[config.mk]
export PLATFORM = sky130hd
export DESIGN_NAME = spi_slave_regfile
export DESIGN_NICKNAME = d
export VERILOG_FILES = /design/src/rtl/spi_pkg.sv /design/src/rtl/spi_slave_shifter.sv /design/src/rtl/spi_slave_regfile.sv
export SDC_FILE = /design/constraint.sdc
export NUM_CORES = 1
export LEC_CHECK = 0
export BUFFER_PORTS_ARGS = -buffer_cell sky130_fd_sc_hd__buf_2
export CORE_MARGIN = 2
export CORE_UTILIZATION = 60
export CTS_CLUSTER_DIAMETER = 80
export CTS_CLUSTER_SIZE = 12
export DETAILED_ROUTE_END_ITERATION = 10
export GPL_TIMING_DRIVEN = 1
export PLACE_DENSITY = 0.82
export SYNTH_ARGS = -nofsm -noshare
export SYNTH_HDL_FRONTEND = slang
export SYNTH_SLANG_ARGS = --single-unit
[constraint.sdc]
create_clock -name SCLK -period 36.2 [get_ports SCLK]
set_clock_uncertainty 0.05 [all_clocks]
set_input_delay 5.43 -clock SCLK [delete_from_list [all_inputs] [get_ports SCLK]]
set_output_delay 5.43 -clock SCLK [all_outputs]
set_load 0.05 [all_outputs]
[src/rtl/spi_pkg.sv]
// Shared frame layout, widths and FSM encoding for the SPI slave register file.
package spi_pkg;

   localparam int unsigned FRAME_BITS = 41;
   localparam int unsigned HDR_BITS   = 9;
   localparam int unsigned WR_RD_BIT  = 40;
   localparam int unsigned CS_BIT     = 39;
   localparam int unsigned ADDR_MSB   = 38;
   localparam int unsigned ADDR_LSB   = 32;
   localparam int unsigned DATA_W     = 32;
   localparam int unsigned ADDR_W     = 7;
   localparam int unsigned CNT_W      = 6;
   localparam int unsigned ERRCNT_W   = 16;

   localparam logic [ADDR_W-1:0] ERRCNT_ADDR = 7'h7F;

   typedef enum logic [2:0] {
      ST_IDLE,
      ST_HDR,
      ST_DATA,
      ST_DONE,
      ST_COMMIT
   } spi_state_e;

endpackage

[src/rtl/spi_slave_shifter.sv]
// spi_clk edge detection, rx/tx shift registers and the received-bit counter.
module spi_slave_shifter
   import spi_pkg::*;
(
   input  logic                  i_clk,
   input  logic                  i_rst,
   input  logic                  i_spi_clk,
   input  logic                  i_spi_mosi,
   input  logic                  i_spi_cs_n,
   input  logic                  i_clr,
   input  logic                  i_tx_clr,
   input  logic                  i_tx_load,
   input  logic                  i_tx_shift,
   input  logic [DATA_W-1:0]     i_tx_data,
   output logic                  o_rise_c,
   output logic                  o_fall_c,
   output logic [FRAME_BITS-1:0] o_rx,
   output logic [CNT_W-1:0]      o_bit_cnt,
   output logic                  o_miso
);

   logic                  r_clk_d;
   logic [FRAME_BITS-1:0] r_rx;
   logic [CNT_W-1:0]      r_bit_cnt;
   logic [DATA_W-1:0]     r_tx;
   logic                  w_shift;
   logic [FRAME_BITS-1:0] w_rx_base;
   logic [CNT_W-1:0]      w_cnt_base;

   assign o_rise_c = i_spi_clk & ~r_clk_d;
   assign o_fall_c = ~i_spi_clk & r_clk_d;
   assign w_shift  = o_rise_c & ~i_spi_cs_n;

   // A rise landing on the same cycle as the clear still counts as bit 0.
   assign w_rx_base  = i_clr ? '0 : r_rx;
   assign w_cnt_base = i_clr ? '0 : r_bit_cnt;

   always_ff @(posedge i_clk or posedge i_rst) begin
      if (i_rst) begin
         r_clk_d   <= 1'b0;
         r_rx      <= '0;
         r_bit_cnt <= '0;
         r_tx      <= '0;
      end else begin
         r_clk_d <= i_spi_clk;
         if (w_shift) begin
            r_rx      <= {w_rx_base[FRAME_BITS-2:0], i_spi_mosi};
            r_bit_cnt <= (&w_cnt_base) ? w_cnt_base : w_cnt_base + CNT_W'(1);
         end else begin
            r_rx      <= w_rx_base;
            r_bit_cnt <= w_cnt_base;
         end
         if (i_tx_clr)
            r_tx <= '0;
         else if (i_tx_load)
            r_tx <= i_tx_data;
         else if (i_tx_shift)
            r_tx <= {r_tx[DATA_W-2:0], 1'b0};
      end
   end

   assign o_rx      = r_rx;
   assign o_bit_cnt = r_bit_cnt;
   assign o_miso    = r_tx[DATA_W-1];

endmodule

[src/rtl/spi_slave_regfile.sv]
// SPI slave endpoint for 41-bit frames backed by a DEPTH x 32-bit register file.
// Define SPI_SLAVE_ERRCNT_EN to add a saturating frame-error counter at ERRCNT_ADDR.
module spi_slave_regfile
   import spi_pkg::*;
#(
   parameter int unsigned CS_ID = 0,
   parameter int unsigned DEPTH = 16
)(
   input  logic                    SCLK,
   input  logic                    SRESET,
   input  logic                    spi_clk,
   input  logic                    spi_mosi,
   input  logic                    spi_cs_n,
   output logic                    spi_miso,
   output logic [DEPTH*DATA_W-1:0] reg_q,
   output logic                    wr_strobe,
   output logic [ADDR_W-1:0]       wr_addr,
   output logic [DATA_W-1:0]       wr_data,
   output logic                    frame_err
);

   spi_state_e              r_state;
   logic                    r_first;
   logic                    r_over;
   logic [DEPTH*DATA_W-1:0] r_reg_q;
   logic                    r_wr_strobe;
   logic [ADDR_W-1:0]       r_wr_addr;
   logic [DATA_W-1:0]       r_wr_data;
   logic                    r_frame_err;

   logic                  w_rise, w_fall, w_clr, w_miso;
   logic                  w_tx_clr, w_tx_load, w_tx_shift, w_leave_data;
   logic [FRAME_BITS-1:0] w_rx;
   logic [CNT_W-1:0]      w_bit_cnt;
   logic [DATA_W-1:0]     w_rd_data, w_tx_data;
   logic [ADDR_W-1:0]     w_fr_addr;
   logic [DATA_W-1:0]     w_fr_data;
   logic                  w_frame_ok, w_is_cnt, w_wr_ok;

   spi_slave_shifter u_shifter (
      .i_clk      (SCLK),
      .i_rst      (SRESET),
      .i_spi_clk  (spi_clk),
      .i_spi_mosi (spi_mosi),
      .i_spi_cs_n (spi_cs_n),
      .i_clr      (w_clr),
      .i_tx_clr   (w_tx_clr),
      .i_tx_load  (w_tx_load),
      .i_tx_shift (w_tx_shift),
      .i_tx_data  (w_tx_data),
      .o_rise_c   (w_rise),
      .o_fall_c   (w_fall),
      .o_rx       (w_rx),
      .o_bit_cnt  (w_bit_cnt),
      .o_miso     (w_miso)
   );

`ifdef SPI_SLAVE_ERRCNT_EN
   logic [ERRCNT_W-1:0] r_err_cnt;
   assign w_is_cnt = (w_fr_addr == ERRCNT_ADDR);
`else
   assign w_is_cnt = 1'b0;
`endif

   // Header sits in rx[8:0] at the first DATA fall: rx[8] = wr_rd, rx[6:0] = addr.
   always_comb begin
      w_rd_data = '0;
      for (int i = 0; i < DEPTH; i++)
         if (w_rx[ADDR_W-1:0] == ADDR_W'(i))
            w_rd_data = r_reg_q[DATA_W*i +: DATA_W];
`ifdef SPI_SLAVE_ERRCNT_EN
      if (w_rx[ADDR_W-1:0] == ERRCNT_ADDR)
         w_rd_data = {{(DATA_W-ERRCNT_W){1'b0}}, r_err_cnt};
`endif
   end

   assign w_tx_data    = w_rx[HDR_BITS-1] ? '0 : w_rd_data;
   assign w_clr        = (r_state == ST_IDLE) & ~spi_cs_n;
   assign w_leave_data = spi_cs_n | (w_rise & (w_bit_cnt == CNT_W'(FRAME_BITS-1)));
   assign w_tx_clr     = (r_state != ST_DATA) | w_leave_data;
   assign w_tx_load    = (r_state == ST_DATA) & w_fall & r_first;
   assign w_tx_shift   = (r_state == ST_DATA) & w_fall & ~r_first;

   assign w_fr_addr  = w_rx[ADDR_MSB:ADDR_LSB];
   assign w_fr_data  = w_rx[DATA_W-1:0];
   assign w_frame_ok = ~r_over & (w_bit_cnt == CNT_W'(FRAME_BITS));
   assign w_wr_ok    = (w_rx[CS_BIT] == 1'(CS_ID)) &
                       ((w_fr_addr < ADDR_W'(DEPTH)) | w_is_cnt);

   always_ff @(posedge SCLK or posedge SRESET) begin
      if (SRESET) begin
         r_state     <= ST_IDLE;
         r_first     <= 1'b0;
         r_over      <= 1'b0;
         r_reg_q     <= '0;
         r_wr_strobe <= 1'b0;
         r_wr_addr   <= '0;
         r_wr_data   <= '0;
         r_frame_err <= 1'b0;
      end else begin
         r_wr_strobe <= 1'b0;
         r_frame_err <= 1'b0;
         case (r_state)
            ST_IDLE: begin
               if (!spi_cs_n) begin
                  r_over  <= 1'b0;
                  r_state <= ST_HDR;
               end
            end
            ST_HDR: begin
               if (spi_cs_n) begin
                  r_frame_err <= 1'b1;
                  r_state     <= ST_IDLE;
               end else if (w_rise && w_bit_cnt == CNT_W'(HDR_BITS-1)) begin
                  r_first <= 1'b1;
                  r_state <= ST_DATA;
               end
            end
            ST_DATA: begin
               if (spi_cs_n) begin
                  r_frame_err <= 1'b1;
                  r_state     <= ST_IDLE;
               end else begin
                  if (w_fall)
                     r_first <= 1'b0;
                  if (w_rise && w_bit_cnt == CNT_W'(FRAME_BITS-1))
                     r_state <= ST_DONE;
               end
            end
            ST_DONE: begin
               if (w_rise && !spi_cs_n)
                  r_over <= 1'b1;
               if (spi_cs_n)
                  r_state <= ST_COMMIT;
            end
            ST_COMMIT: begin
               r_state <= ST_IDLE;
               if (!w_frame_ok) begin
                  r_frame_err <= 1'b1;
               end else if (w_rx[WR_RD_BIT]) begin
                  if (w_wr_ok) begin
                     r_wr_strobe <= 1'b1;
                     r_wr_addr   <= w_fr_addr;
                     r_wr_data   <= w_fr_data;
                     for (int i = 0; i < DEPTH; i++)
                        if (w_fr_addr == ADDR_W'(i))
                           r_reg_q[DATA_W*i +: DATA_W] <= w_fr_data;
                  end else begin
                     r_frame_err <= 1'b1;
                  end
               end
            end
            default: r_state <= ST_IDLE;
         endcase
      end
   end

`ifdef SPI_SLAVE_ERRCNT_EN
   // Counts each frame_err pulse the cycle after it; a committed write to ERRCNT_ADDR clears it.
   always_ff @(posedge SCLK or posedge SRESET) begin
      if (SRESET)
         r_err_cnt <= '0;
      else if (r_state == ST_COMMIT && w_frame_ok && w_rx[WR_RD_BIT] && w_wr_ok && w_is_cnt)
         r_err_cnt <= '0;
      else if (r_frame_err && !(&r_err_cnt))
         r_err_cnt <= r_err_cnt + ERRCNT_W'(1);
   end
`endif

   assign spi_miso  = w_miso;
   assign reg_q     = r_reg_q;
   assign wr_strobe = r_wr_strobe;
   assign wr_addr   = r_wr_addr;
   assign wr_data   = r_wr_data;
   assign frame_err = r_frame_err;

endmodule

==> metrics <==
async set-reset flop share out of synthesis=100.0%; Boundary Pins=approximately 560; Crit. End Element=async pin; vias per cell=approximately 6.9; reported max-cap violation count=0; number of cells traversed by the worst hold path=1; area growth from synthesis to layout=15.70%; input/output buffers=between 500 and 600; clock root cell=sky130_fd_sc_hd__clkbuf_16; setup repair after global routing missed its margin=false; Buf+Inv Stages, Crit Path=4; kind of cell adding the most delay to the critical path=buffers and inverters; site row count=slightly above 80; multiplexer fraction of the synthesized cell area=between 20% and 30%; total core area=between 0.04 and 0.05 mm2; final-stage net count=~2,800; global-route wire length before repair=around 160 mm; library cell contributing the largest single delay on the critical path=sky130_fd_sc_hd__buf_4; post-route minimum period=7.463 ns; Max Transition Viols Final=0; Clk Latency, worst-skew pair=about 0.64 ns; crit-path cells=buf_2, inv_8, buf_4, buf_4; compound-cell area share of the yosys netlist=between 9 and 10%; total of warnings raised by yosys=0; post-route DRC violation count=0; Setup-failing EPs final=0; synthesized instance count=around 2,400; number of non-filler instances in the completed layout=between 3,000 and 4,000; crit start category=primary input; Post-synth EDFFs=0; overall track demand over capacity in global routing=between 40 and 50%; crit path launch=SRESET; number of placed cells counting well taps=~3,400; fin crit share=around a fifth; upper clock frequency limit=approximately 130 MHz; #FFs+latches synth=638; drt total wl=110.3 mm; per-instance average area after synthesis=12.31 um2; Fin. Hold Viols=0; HPWL after DPL=73.08 mm; power per unit of standard cell area=between 30 and 40 mW/mm2; Die ar.=0.05098 mm2; CTS tree=done; post-route antenna net violation count=0; horizontal die dimension=approximately 230 um; overall overflow remaining after global route=0; critical path's largest stage delay=between 0.9 and 1 ns; proportion of synthesized chip area in sequential cells=between 50% and 60%; Simple-Gate Fraction of Synth Area=about 6.5%; share of final-layout standard cells stronger than drive strength 1=38.98%; average routed wire per standard cell=between 30 and 40 um; post-synthesis net count=around 2,400; outcome=completed; number of cells on the critical path=4; number of iterations in the first detailed-routing pass=8; initial DRC count=roughly 3,200; most used flip-flop cell after synthesis=sky130_fd_sc_hd__dfrtp_1; vias in the first global route=roughly 24,000; Resized Gates After CTS=0; Rel. slew slack=between 10 and 15%; CTS hold repair buffers=0; standby leakage power=about 18 nW; maximum resistive drop on vdd=between 30 and 40 uV; Tightest Pin Transition=1.281 ns; Die Y=225.8 um; maximum level of the CTS H-tree=2; post-CTS setup buffer count=0; starting utilization of the core area=60.55%; Clock transition at path regs=roughly 0.060 ns; gp weighted congestion=approximately 0.93; post-synthesis instance area=just under 0.03 mm2; xor-xnor portion of the synthesized cell area=less than 1%; Worst Path Class, Setup=primary input to async pin; cell occurring most often along the worst timing path=sky130_fd_sc_hd__buf_4; launching point of the worst reg2reg path=u_shifter.o_rx[3]; Arrival @ worst endpoint=between 8 and 9 ns; worst slack on hold paths=~0.45 ns; worst hold path class=register to register; fill count=between 3,000 and 4,000; largest net degree at the start of global routing=between 100 and 150; antenna violations before repair=5; CTS Sinks=around 640; Req. time, crit path=approximately 37 ns; number of buffers added by the clock tree synthesis step=between 50 and 60; Reg2Reg Depth=7; Max Fanout on Critical Path=~130; largest buffer count on any clock path=3; worst min-delay path startpoint=wr_data[12]; fraction of the mapped netlist area in adder cells=less than 1%; vias=around 24,000; total negative setup slack=0 ns; largest family of logic cells by synthesized area=multiplexers; synth unique cells=73
[registers in the layout (all words and copies together), names as in the netlist]
register / flops
wr_addr: 7
u_shifter.o_rx: 41
r_over: 1
frame_err: 1
reg_q: 512
r_first: 1
wr_data: 32
u_shifter.o_bit_cnt: 6
r_state: 3
wr_strobe: 1
u_shifter.r_tx: 32
u_shifter.r_clk_d: 1
[final cells by class]
cell class	instances	area, um2	area share (%)
antenna	2	5.005	0.01466
sequential	638	15980	46.78
tap	664	830.8	2.433
inverter	11	48.80	0.1429
multi-input combinational	1513	12570	36.80
clock inverter	1	11.26	0.03297
timing repair buffer	609	3176	9.299
clock buffer	63	1534	4.492
[Yosys cell counts (all sizes together) (23+ instances only)]
cell type,n,share of area (%)
nand3,40,0.98
clkbuf,120,1.5
o22ai,41,0.87
o211ai,23,0.59
o21ai,70,1.2
mux2,574,22
nor2,87,1.1
mux4,26,2.0
buf,115,2.0
mux2i,52,1.8
dfrtp,638,54
nand2,177,2.3
a21oi,160,2.7
[layer usage]
| metal | part of all wire [%] | vias to the layer above | GRT usage, % |
|---|---|---|---|
| met2 | 45 | 1833 | 64.09 |
| li1 | - | 9619 | - |
| met4 | 7.1 | 6 | 25.98 |
| met5 | 0.037 | - | 0 |
| met1 | 37 | 12396 | 55.51 |
| met3 | 12 | 459 | 11.75 |
[placed cells by master, fill, tap and decap left out, drive strengths merged, types with 4 or more instances in the layout]
cell / synthesis / layout
dfrtp: 638 / 638
mux2i: 52 / 52
a2111oi: 13 / 13
mux4: 26 / 26
inv: 10 / 12
nand2b: 6 / 6
o21ai: 70 / 70
nor2: 87 / 87
a311oi: 4 / 4
a2bb2oi: 10 / 10
nor3b: 5 / 5
a32oi: 9 / 9
a21o: 7 / 7
a221oi: 18 / 18
and2: 4 / 4
a21oi: 160 / 160
o221ai: 11 / 11
nand4: 5 / 5
mux2: 574 / 574
or3: 5 / 5
o2111ai: 4 / 4
o22ai: 41 / 41
a31oi: 16 / 16
nor4: 6 / 6
o31ai: 4 / 4
nand2: 177 / 177
o32ai: 6 / 6
nor2b: 19 / 19
o211ai: 23 / 23
nand3: 40 / 40
nor3: 22 / 22
a211oi: 10 / 10
buf: 115 / 609
a21boi: 9 / 9
a221o: 6 / 6
a22o: 7 / 7
a22oi: 13 / 13
and3: 4 / 4
clkbuf: 120 / 63
[worst paths after layout]
path | endpoint | slack [ns]
setup / recovery | reg_q[82] | 28.74
hold / removal | wr_data[12] | 0.45
setup reg to reg | u_shifter.r_tx[9] | 31.74
hold reg to reg | wr_data[12] | 0.45
max in group SCLK | u_shifter.r_tx[14] | 28.79
min in group asynchronous | wr_data[15] | 4.92
[stage by stage]
step | setup slack (ns) | util, % | instance area [um2] | power [mW]
after floorplan | 12.85 | - | 29520 | 0.7679
after global placement | 28.11 | 66.87 | 32600 | 0.7892
after detailed placement | 28.03 | 66.87 | 32600 | 0.7905
after CTS | 28.69 | 70.04 | 34150 | 1.333
after global routing | 28.32 | 70.04 | 34150 | 1.365
final | 28.74 | 70.05 | 34150 | 1.335
[cell families (layout without fill, tap and decap cells)]
logic type,Yosys count,count (layout)
mux,652,652
flops,638,638
compound gates,459,459
simple gates,398,398
buf+inv,246,684
xor+xnor,3,3
fa+ha+maj,1,1
other cells,0,2
[power breakdown]
| part | leakage [nW] | switching [mW] | internal, mW |
|---|---|---|---|
| clock network | 0.760 | 0.261 | 0.295 |
| registers | 8.90 | 0.00268 | 0.714 |
| logic | 8.38 | 0.0500 | 0.0127 |
| total | 18.0 | 0.313 | 1.02 |
(Power assumes the default switching activity.)
